File: src/rtl/serial_subtractor.sv
// Bit-serial two's-complement subtractor: A - B one bit per clock, LSB first,
// using one full-subtractor cell and a borrow flop behind a start/done handshake.
module serial_subtractor #(
    parameter int WIDTH = 4
) (
    input  logic             clk,
    input  logic             rst,
    input  logic             start,
    input  logic [WIDTH-1:0] a,
    input  logic [WIDTH-1:0] b,
    output logic             ready,
    output logic             busy,
    output logic             done,
    output logic [WIDTH-1:0] diff,
    output logic             bout
);
    localparam int CW = $clog2(WIDTH) + 1;

    typedef enum logic [1:0] {
        IDLE = 2'b00,
        RUN  = 2'b01,
        DONE = 2'b10
    } state_t;

    state_t           state_q, state_d;
    logic [WIDTH-1:0] ra_q, ra_d;
    logic [WIDTH-1:0] rb_q, rb_d;
    logic [WIDTH-1:0] diff_q, diff_d;
    logic [CW-1:0]    cnt_q, cnt_d;
    logic             br_q, br_d;
    logic             bout_q, bout_d;
    logic             bit_d;
    logic             br_next;

    // Full-subtractor cell on the current LSBs.
    assign bit_d   = ra_q[0] ^ rb_q[0] ^ br_q;
    assign br_next = (~ra_q[0] & rb_q[0]) | (~(ra_q[0] ^ rb_q[0]) & br_q);

    always_comb begin
        state_d = state_q;
        ra_d    = ra_q;
        rb_d    = rb_q;
        diff_d  = diff_q;
        cnt_d   = cnt_q;
        br_d    = br_q;
        bout_d  = bout_q;
        case (state_q)
            IDLE: begin
                if (start) begin
                    ra_d    = a;
                    rb_d    = b;
                    br_d    = 1'b0;
                    cnt_d   = '0;
                    diff_d  = '0;
                    state_d = RUN;
                end
            end
            RUN: begin
                ra_d   = {1'b0, ra_q[WIDTH-1:1]};
                rb_d   = {1'b0, rb_q[WIDTH-1:1]};
                // Result bits enter at the MSB so bit 0 lands in diff[0] after WIDTH shifts.
                diff_d = {bit_d, diff_q[WIDTH-1:1]};
                br_d   = br_next;
                cnt_d  = cnt_q + CW'(1);
                if (cnt_q == CW'(WIDTH - 1)) begin
                    bout_d  = br_next;
                    state_d = DONE;
                end
            end
            DONE: begin
                state_d = IDLE;
            end
            default: begin
                state_d = IDLE;
            end
        endcase
    end

    always_ff @(posedge clk) begin
        if (rst) begin
            state_q <= IDLE;
            ra_q    <= '0;
            rb_q    <= '0;
            diff_q  <= '0;
            cnt_q   <= '0;
            br_q    <= 1'b0;
            bout_q  <= 1'b0;
        end else begin
            state_q <= state_d;
            ra_q    <= ra_d;
            rb_q    <= rb_d;
            diff_q  <= diff_d;
            cnt_q   <= cnt_d;
            br_q    <= br_d;
            bout_q  <= bout_d;
        end
    end

    assign ready = (state_q == IDLE);
    assign busy  = (state_q == RUN);
    assign done  = (state_q == DONE);
    assign diff  = diff_q;
    assign bout  = bout_q;

endmodule

File: config.mk
export PLATFORM = sky130hd
export DESIGN_NAME = serial_subtractor
export DESIGN_NICKNAME = d
export VERILOG_FILES = /design/src/rtl/serial_subtractor.sv
export SDC_FILE = /design/constraint.sdc
export NUM_CORES = 1
export LEC_CHECK = 0
export CAP_MARGIN = 20
export CORE_MARGIN = 2
export CORE_UTILIZATION = 42
export CTS_CLUSTER_DIAMETER = 120
export DETAILED_ROUTE_END_ITERATION = 8
export GPL_TIMING_DRIVEN = 0
export HOLD_SLACK_MARGIN = 0.1
export PLACE_DENSITY = 0.72
export SLEW_MARGIN = 5
export SYNTH_ARGS = -nofsm -noshare
export SYNTH_HDL_FRONTEND = slang
export SYNTH_SLANG_ARGS = --single-unit
File: constraint.sdc
create_clock -name clk -period 1.3 [get_ports clk]
set_clock_uncertainty 0.1 [all_clocks]
set_input_delay 0.195 -clock clk [delete_from_list [all_inputs] [get_ports clk]]
set_output_delay 0.195 -clock clk [all_outputs]
set_load 0.02 [all_outputs]
* After elaboration in Yosys (flattened, before gate mapping) *
Index checks and enable logic that the tools add are counted.
Widths: inputs -> output; s select.

storage, ports and cells
  latch bits = 0
  word-level logic and storage cells = 38
  bits in writable memories = 0
  bits of input ports = 11
  memory bits (read-only) = 0
  output and inout bits = 8
  memories kept = 0
  register bits after elaboration = 19

operators by class
  muxes and demuxes = 13
  $add $sub $neg = 1
  divide/modulo/power cells = 0
  bitwise gates (word level) = 7
  eq/ne operators = 5
  reduce and logical (&&, ||, !) cells = 5
  magnitude comparators = 0
  shift-type cells = 0
  $mul = 0

operators by type and width
  cell                 number
  $pmux 4 s2           3
  $mux 4               3
  $pmux 3 s2           1
  $reduce_and 2->1     3
  $mux 2               2
  $pmux 2 s2           1
  $add 3x1->3 const B  1
  $eq 3x2->1 const B   1
  $mux 3               1
  $and 1x1->1          2
  $eq 2x1->1 const B   1
  $eq 2x2->1 const B   1
  $logic_not 2->1      1
  $ne 2x1->1 const B   1
  $ne 2x2->1 const B   1
  $not 1->1            2
  $pmux 1 s2           1
  $reduce_bool 2->1    1
  $xor 1x1->1          2
  $mux 1               1
  $or 1x1->1           1

* Logic depth before layout (Yosys ltp) *
Gate-level depths: netlist of run 1.

  word-level depth = 5
  gate-level depth with buffers = 5
  mapped depth without buffers = 5

* Worst setup path after synthesis of run 1 *
No wires, ideal clock.

  kind = reg2reg
  start = register state_q[1]
  end = register ra_q[1]
  setup time = 119 ps
  setup slack = -142 ps
  path buffers = 0
  stages on the path, launching flop included = 4
  required time = 1081 ps
  arrival = 1223 ps
  period minus slack after synthesis = 1442 ps
  cells stage by stage = dfxtp_1 > nor2_1 > nand2_1 > o221a_2

on the way
  longest elaborated chain between the ends = 3
  elaborated cells on any way between the ends = 6
  classes of those cells = 2 x eq/ne; 1 x mux; 3 x reduce/logical

ends and longest elaborated chain
  item                                                              line  source
  start: declaration                                                25    state_t state_q, state_d;
  start signal: assignment                                          89    state_q <= state_d;
  $logic_not 2->1 (*)                                               -
  via ready                                                         11    output logic ready,
  $ne 2x2->1 (no source line) or $reduce_bool 2->1 (tied branches)  -
  $reduce_and 2->1 (no source line)                                 -
  end signal: assignment                                            90    ra_q <= ra_d;
  end: declaration                                                  26    logic [WIDTH-1:0] ra_q, ra_d;

The timed path passes the listed nets; every way through them passes the cells marked *.
A chain may end at the register's enable or synchronous reset.

* Worst setup path in the final report of run 1 *
  start = register state_q[1]
  end = output port busy

on the way
  longest elaborated chain between the ends = 1

ends and longest elaborated chain
  item              line  source
  $eq 2x1->1        100   assign busy = (state_q == RUN);
  end: declaration  12    output logic busy,

Every way passes these cells.

==> results of run 1 <==
==> critical path, stage by stage, from the launching register on <==
cell	delay [ps]
dfxtp_4	390
nor2b_4	120
buf_6	130
buf_12	110
buf_8	100
==> sequential cells by signal, summed over array words and instances (netlist names) <==
name,cells
rb_q,4
ra_q,4
bout,1
diff,4
br_q,1
state_q,2
cnt_q,3
==> logic make-up after synthesis <==
kind of cell | count (synthesis) | synth area share
AOI/OAI and AO/OA | 24 | 0.247
adders and majority gates | 3 | 0.0549
and+or+nand+nor | 19 | 0.107
muxes | 2 | 0.0244
buffers and inverters | 16 | 0.104
DFF | 19 | 0.463
==> where the power goes <==
group | internal [mW] | switching (mW) | leakage (nW)
sequential | 0.610 | 0.0180 | 0.158
combinational | 0.137 | 0.108 | 0.315
clock | 0.120 | 0.179 | 0.0150
total | 0.867 | 0.306 | 0.488
==> how the worst min path moves through the flow <==
stage	from	endpoint	slack (ps)	depth (start not counted)
6_report	rst	cnt_q[1]	210	2
2_1_floorplan	start	ra_q[3]	260	2
3_3_place_gp	br_q	br_q	380	2
3_5_place_dp	br_q	br_q	390	2
5_1_grt	rst	cnt_q[1]	220	2
4_1_cts	rst	cnt_q[1]	180	2
==> area by class of cell <==
class	instances	area, um2	share of cell area
clock buffer	4	26.3	0.0222
sequential	19	392	0.331
tap	25	31.3	0.0264
buffer	4	40.0	0.0338
timing repair buffer	28	248	0.209
inverter	12	45.0	0.0380
multi-input combinational	48	403	0.340
==> metal layers <==
layer	global-route usage	wire length, um
met3	0.0778	107
met4	0.0324	18
met2	0.274	895
met5	0	0
met1	0.194	772
==> through the flow <==
step | std cells | hold WS (ps) | worst slack, ps | total power, mW | cell area, um2
6_report | 140 | 207 | -146 | 1.17 | 1180
5_1_grt | 140 | 225 | -201 | 1.23 | 1180
4_1_cts | 130 | 183 | -206 | 1.12 | 1070
3_5_place_dp | 125 | 394 | -504 | 0.829 | 1020
3_3_place_gp | 125 | 380 | -469 | 0.824 | 1020
2_1_floorplan | 83 | 261 | 7.49 | 0.758 | 823
==> repair_timing <==
item                       CTS  global route
buffers inserted             1            10
setup endpoints to repair   10            25
hold endpoints to repair     0             0
pin swaps                    3             9
resized for setup           33            19
gates cloned                 0             0
==> cells in the final DEF (no fill, tap or decap), types with 3 or more instances in the layout <==
cell type and n:
clkbuf_4 3, inv_1 11, clkdlybuf4s50_1 9, a21oi_2 3, o221a_2 6, a21oi_1 4
nor2_1 12, a22oi_2 5, clkbuf_2 5, dfxtp_1 14, buf_6 3, dfxtp_2 3
buf_4 10
==> impl_metrics.tcl, run 1 <==
set metrics [dict create \
    die_area_mm2 0.00232 \
    ys.flop_type "dfxtp_1" \
    grt_antenna_before_repair 0 \
    drv_cap 0 \
    wl_per_cell_um 12.8 \
    fin_crit_ps 1450 \
    cp-endpoint "busy" \
    avgSynthCellArea_um2 9.89 \
    cts_tree "built" \
    slew_viol_final 0 \
    violations "negative setup slack" \
    ys_async_sr_fraction 0 \
    vias 713 \
    yosysMostFrequentCell "dfxtp_1" \
    grt_max_degree 11 \
    detail_route.vias_per_cell 5.09 \
    cts-root-buf "clkbuf_4" \
    netlist_instances 83 \
    cp-start-kind "register" \
    fin_tns_setup_ps -667 \
    worstSetupPathType "reg2out" \
    synthTopCellsByArea "dfxtp_1, o221a_2, a22oi_1" \
    fin_crit_sh 1.11 \
    cp.arrival_ps 1150 \
    antenna_cells 0 \
    crit_path_start "state_q[1]" \
    io_buffer_count 17 \
    ios 19 \
    htreeDepth 1 \
    wirelength_um 1790 \
    worstMarginPinSlew_ps 530 \
    die_x_um 48.2 \
    place_congestion 0.669 \
    ant_nets 0 \
    cts_buffers 3 \
    endpoint_kind "output port" \
    dp_hpwl_um 1140 \
    cts_hold_buf 0 \
    clk_path_buf_depth 2 \
    yosys_warnings 0 \
    p_leak_nw 0.488 \
    synth_common_cells "dfxtp_1, nor2_1, inv_1" \
    overflow 0 \
    hold_viol_final 0 \
    ys_ff_latch 19 \
    r2r_end "cnt_q[1]" \
    slew_headroom 0.647 \
    core_mm2 0.00178 \
    cts_num_sinks 19 \
    grt.total_usage 0.165 \
    hold_path_class "in2reg" \
    reg2reg_slack_ps -100 \
    clk_pin_slew_ps 100 \
    synth_top_area_cell "dfxtp_1" \
    setup_viol 13 \
    dr.pass1.iters 4 \
    required_ps 1000 \
    fin_nets 130 \
    syn-num-nets 97 \
    synth_edf_count 0 \
    ys_types 21 \
    drt-initial-drc-count 13 \
    drive_gt1_frac 0.452 \
    seq_area_frac_synth 0.463 \
    rows 15 \
    dieHeight_um 48.2 \
    crit_fanout 6 \
    vdd_drop_max_uv 640 \
    ff2ff_path_depth 7 \
    p_per_area_mw_per_mm2 990 \
    clk_latency_ps 300 \
    area_growth_syn_to_layout_pct 44.4 \
    post-route-drc-count 0 \
    netlist_area_um2 821 \
    initial_core_util 0.460 \
    grt_pass1_vias 639 \
    fmax_ghz 0.692 \
    setup_ws_ps -146 \
    timing.rr.start "state_q[0]" \
    status "complete, but fails checks" \
    grt_pass1_wl_um 2620 \
    rsz0062_at_grt "true" \
    yosys.area.top_type_share 0.463 \
    fillers 151 \
    finish.utilization 0.665 \
]
(Power assumes the default switching activity.)
==> run 2, diff against run 1 <==
Settings changed: CORE_UTILIZATION 42 to 41, PLACE_DENSITY 0.72 to 0.7.
==> run 2 against run 1 <==
The flow still finishes with violations (negative setup slack). Largest cell class unchanged. Global-route usage shrank 1.0 points. Count of clock-buffer cells in the layout shrank 1. Final cell count shrank 5.0%. Non-clock buffer count shrank 9. Sequential cell count is the same. Clock power grew 4%. Largest power group unchanged. Highest routed layer unchanged. Critical endpoint unchanged.
==> impl_metrics.tcl, run 2 (synthesized netlist as in run 1, its figures left out) <==
set metrics [dict create \
    fin_cells 133 \
    p_int_mw 0.827 \
    cp-start-kind "register" \
    place_congestion 0.680 \
    cp.arrival_ps 1040 \
    p_clk_frac 0.274 \
    dieHeight_um 48.7 \
    overflow 0 \
    ios 19 \
    mostFrequentLayoutCell "dfxtp_1" \
    final_cell_mix "dfxtp_1, nor2_1, inv_1, clkdlybuf4s50_1, a22oi_1" \
    drt-initial-drc-count 20 \
    fin_crit_ps 1330 \
    slew_viol_final 0 \
    slew_headroom 0.651 \
    clk_path_buf_depth 2 \
    rows 16 \
    placed_area_mm2 0.00103 \
    crit_fanout 4 \
    hold_path_class "in2reg" \
    p_per_area_mw_per_mm2 1050 \
    pre_cts_ws_ps -499 \
    cts_num_sinks 19 \
    worstMarginPinSlew_ps 524 \
    cts_tree "built" \
    seqPwrFrac 0.555 \
    core_mm2 0.00192 \
    vias 671 \
    fmax_ghz 0.752 \
    grt_pass1_vias 668 \
    p_comb_frac 0.171 \
    die_area_mm2 0.00238 \
    netSwitchingFraction 0.273 \
    antenna_cells 0 \
    fillers 196 \
    ant_nets 0 \
    whs_ps 224 \
    vdd_drop_max_uv 535 \
    grt_max_degree 12 \
    htreeDepth 1 \
    cts-root-buf "clkbuf_4" \
    netSwitchingPower_mw 0.311 \
    required_ps 1000 \
    p_leak_nw 0.434 \
    setup_ws_ps -30.1 \
    detail_route.vias_per_cell 5.05 \
    cts_buffers 3 \
    initial_core_util 0.427 \
    final_area_mm2 0.00108 \
    endpoint_kind "output port" \
    fin_nets 121 \
    die_x_um 48.7 \
    hold_viol_final 0 \
    wl_per_cell_um 12.9 \
    status "complete, but fails checks" \
    clk_pin_slew_ps 110 \
    fin_crit_sh 1.02 \
    rsz0062_at_grt "true" \
    drive_gt1_frac 0.377 \
    clk_latency_ps 300 \
    io_buffer_count 17 \
    setup_viol 4 \
    dp_hpwl_um 1170 \
    wirelength_um 1720 \
    drv_cap 0 \
    violations "negative setup slack" \
    area_growth_syn_to_layout_pct 31.9 \
    dr.pass1.iters 4 \
    placedCellCount 127 \
    grt_pass1_wl_um 2890 \
    post-route-drc-count 0 \
    worstSetupPathType "reg2out" \
    grt.total_usage 0.155 \
    grt_antenna_before_repair 0 \
    power_mw 1.14 \
]
[run 2: changes by cell type in the layout (fill, tap and decap cells not counted), moves of 2 or more]
| cell | before | now |
|---|---|---|
| ha_1 | 2 | 0 |
| buf_4 | 10 | 4 |
| buf_12 | 2 | 0 |
| a22oi_1 | 2 | 7 |
| a22oi_2 | 5 | 0 |
[run 2: repair_timing]
action | CTS | global route
hold buffers | 0 | 0
setup endpoints to repair | 10 | 23
pin swaps | 0 | 3
buffers inserted | 3 | 0
gates resized for setup | 33 | 14
[run 2: worst max-delay path, stage by stage (launching register included)]
cell and delay (ps):
dfxtp_4 370, nor2b_4 120, buf_6 120, buf_8 120
[run 2: area by class of cell]
cell class                 count  area [um2]  area share
clock buffer                   3        22.5      0.0208
tap                           27        33.8      0.0312
multi-input combinational     48         390       0.361
timing repair buffer          20         178       0.164
buffer                         3        20.0      0.0185
inverter                      12        45.0      0.0416
clock inverter                 1        5.00     0.00462
sequential                    19         388       0.358
[run 2: path summary, 6_finish.rpt]
path	depth (start not counted)	to	startpoint	slack [ps]
worst min-delay path	2	cnt_q[1]	rst	220
worst min register to register	2	cnt_q[2]	cnt_q[2]	410
worst max-delay path	3	busy	state_q[0]	-30
worst max register to register	4	diff[3]	br_q	-10
[run 2: power by group through the flow]
stage          logic, mW  clock network [mW]  registers [mW]
2_1_floorplan      0.114                   0           0.644
3_3_place_gp       0.180                   0           0.644
3_5_place_dp       0.184                   0           0.646
4_1_cts            0.190               0.318           0.630
5_1_grt            0.212               0.339           0.635
6_report           0.194               0.312           0.632
[run 2: per-layer routing]
layer  share of wire  vias to the layer above  global-route usage
met5               0                        -                   0
met3           0.048                        5              0.0401
met4           0.018                        0              0.0714
li1                -                      335                   -
met1            0.45                      317               0.193
met2            0.48                       14               0.249
[run 2: metrics by stage]
step | TNS (ps) | util
2_1_floorplan | 0 | -
3_3_place_gp | -4270 | 0.535
3_5_place_dp | -5070 | 0.535
4_1_cts | -73.5 | 0.556
5_1_grt | -175 | 0.563
6_report | -64.5 | 0.563
==> run 3, diff against run 2 <==
Settings changed: CAP_MARGIN 20 to 10.
==> results of run 3 <==
No change in the layout: final DEF, timing and power equal those of run 2.
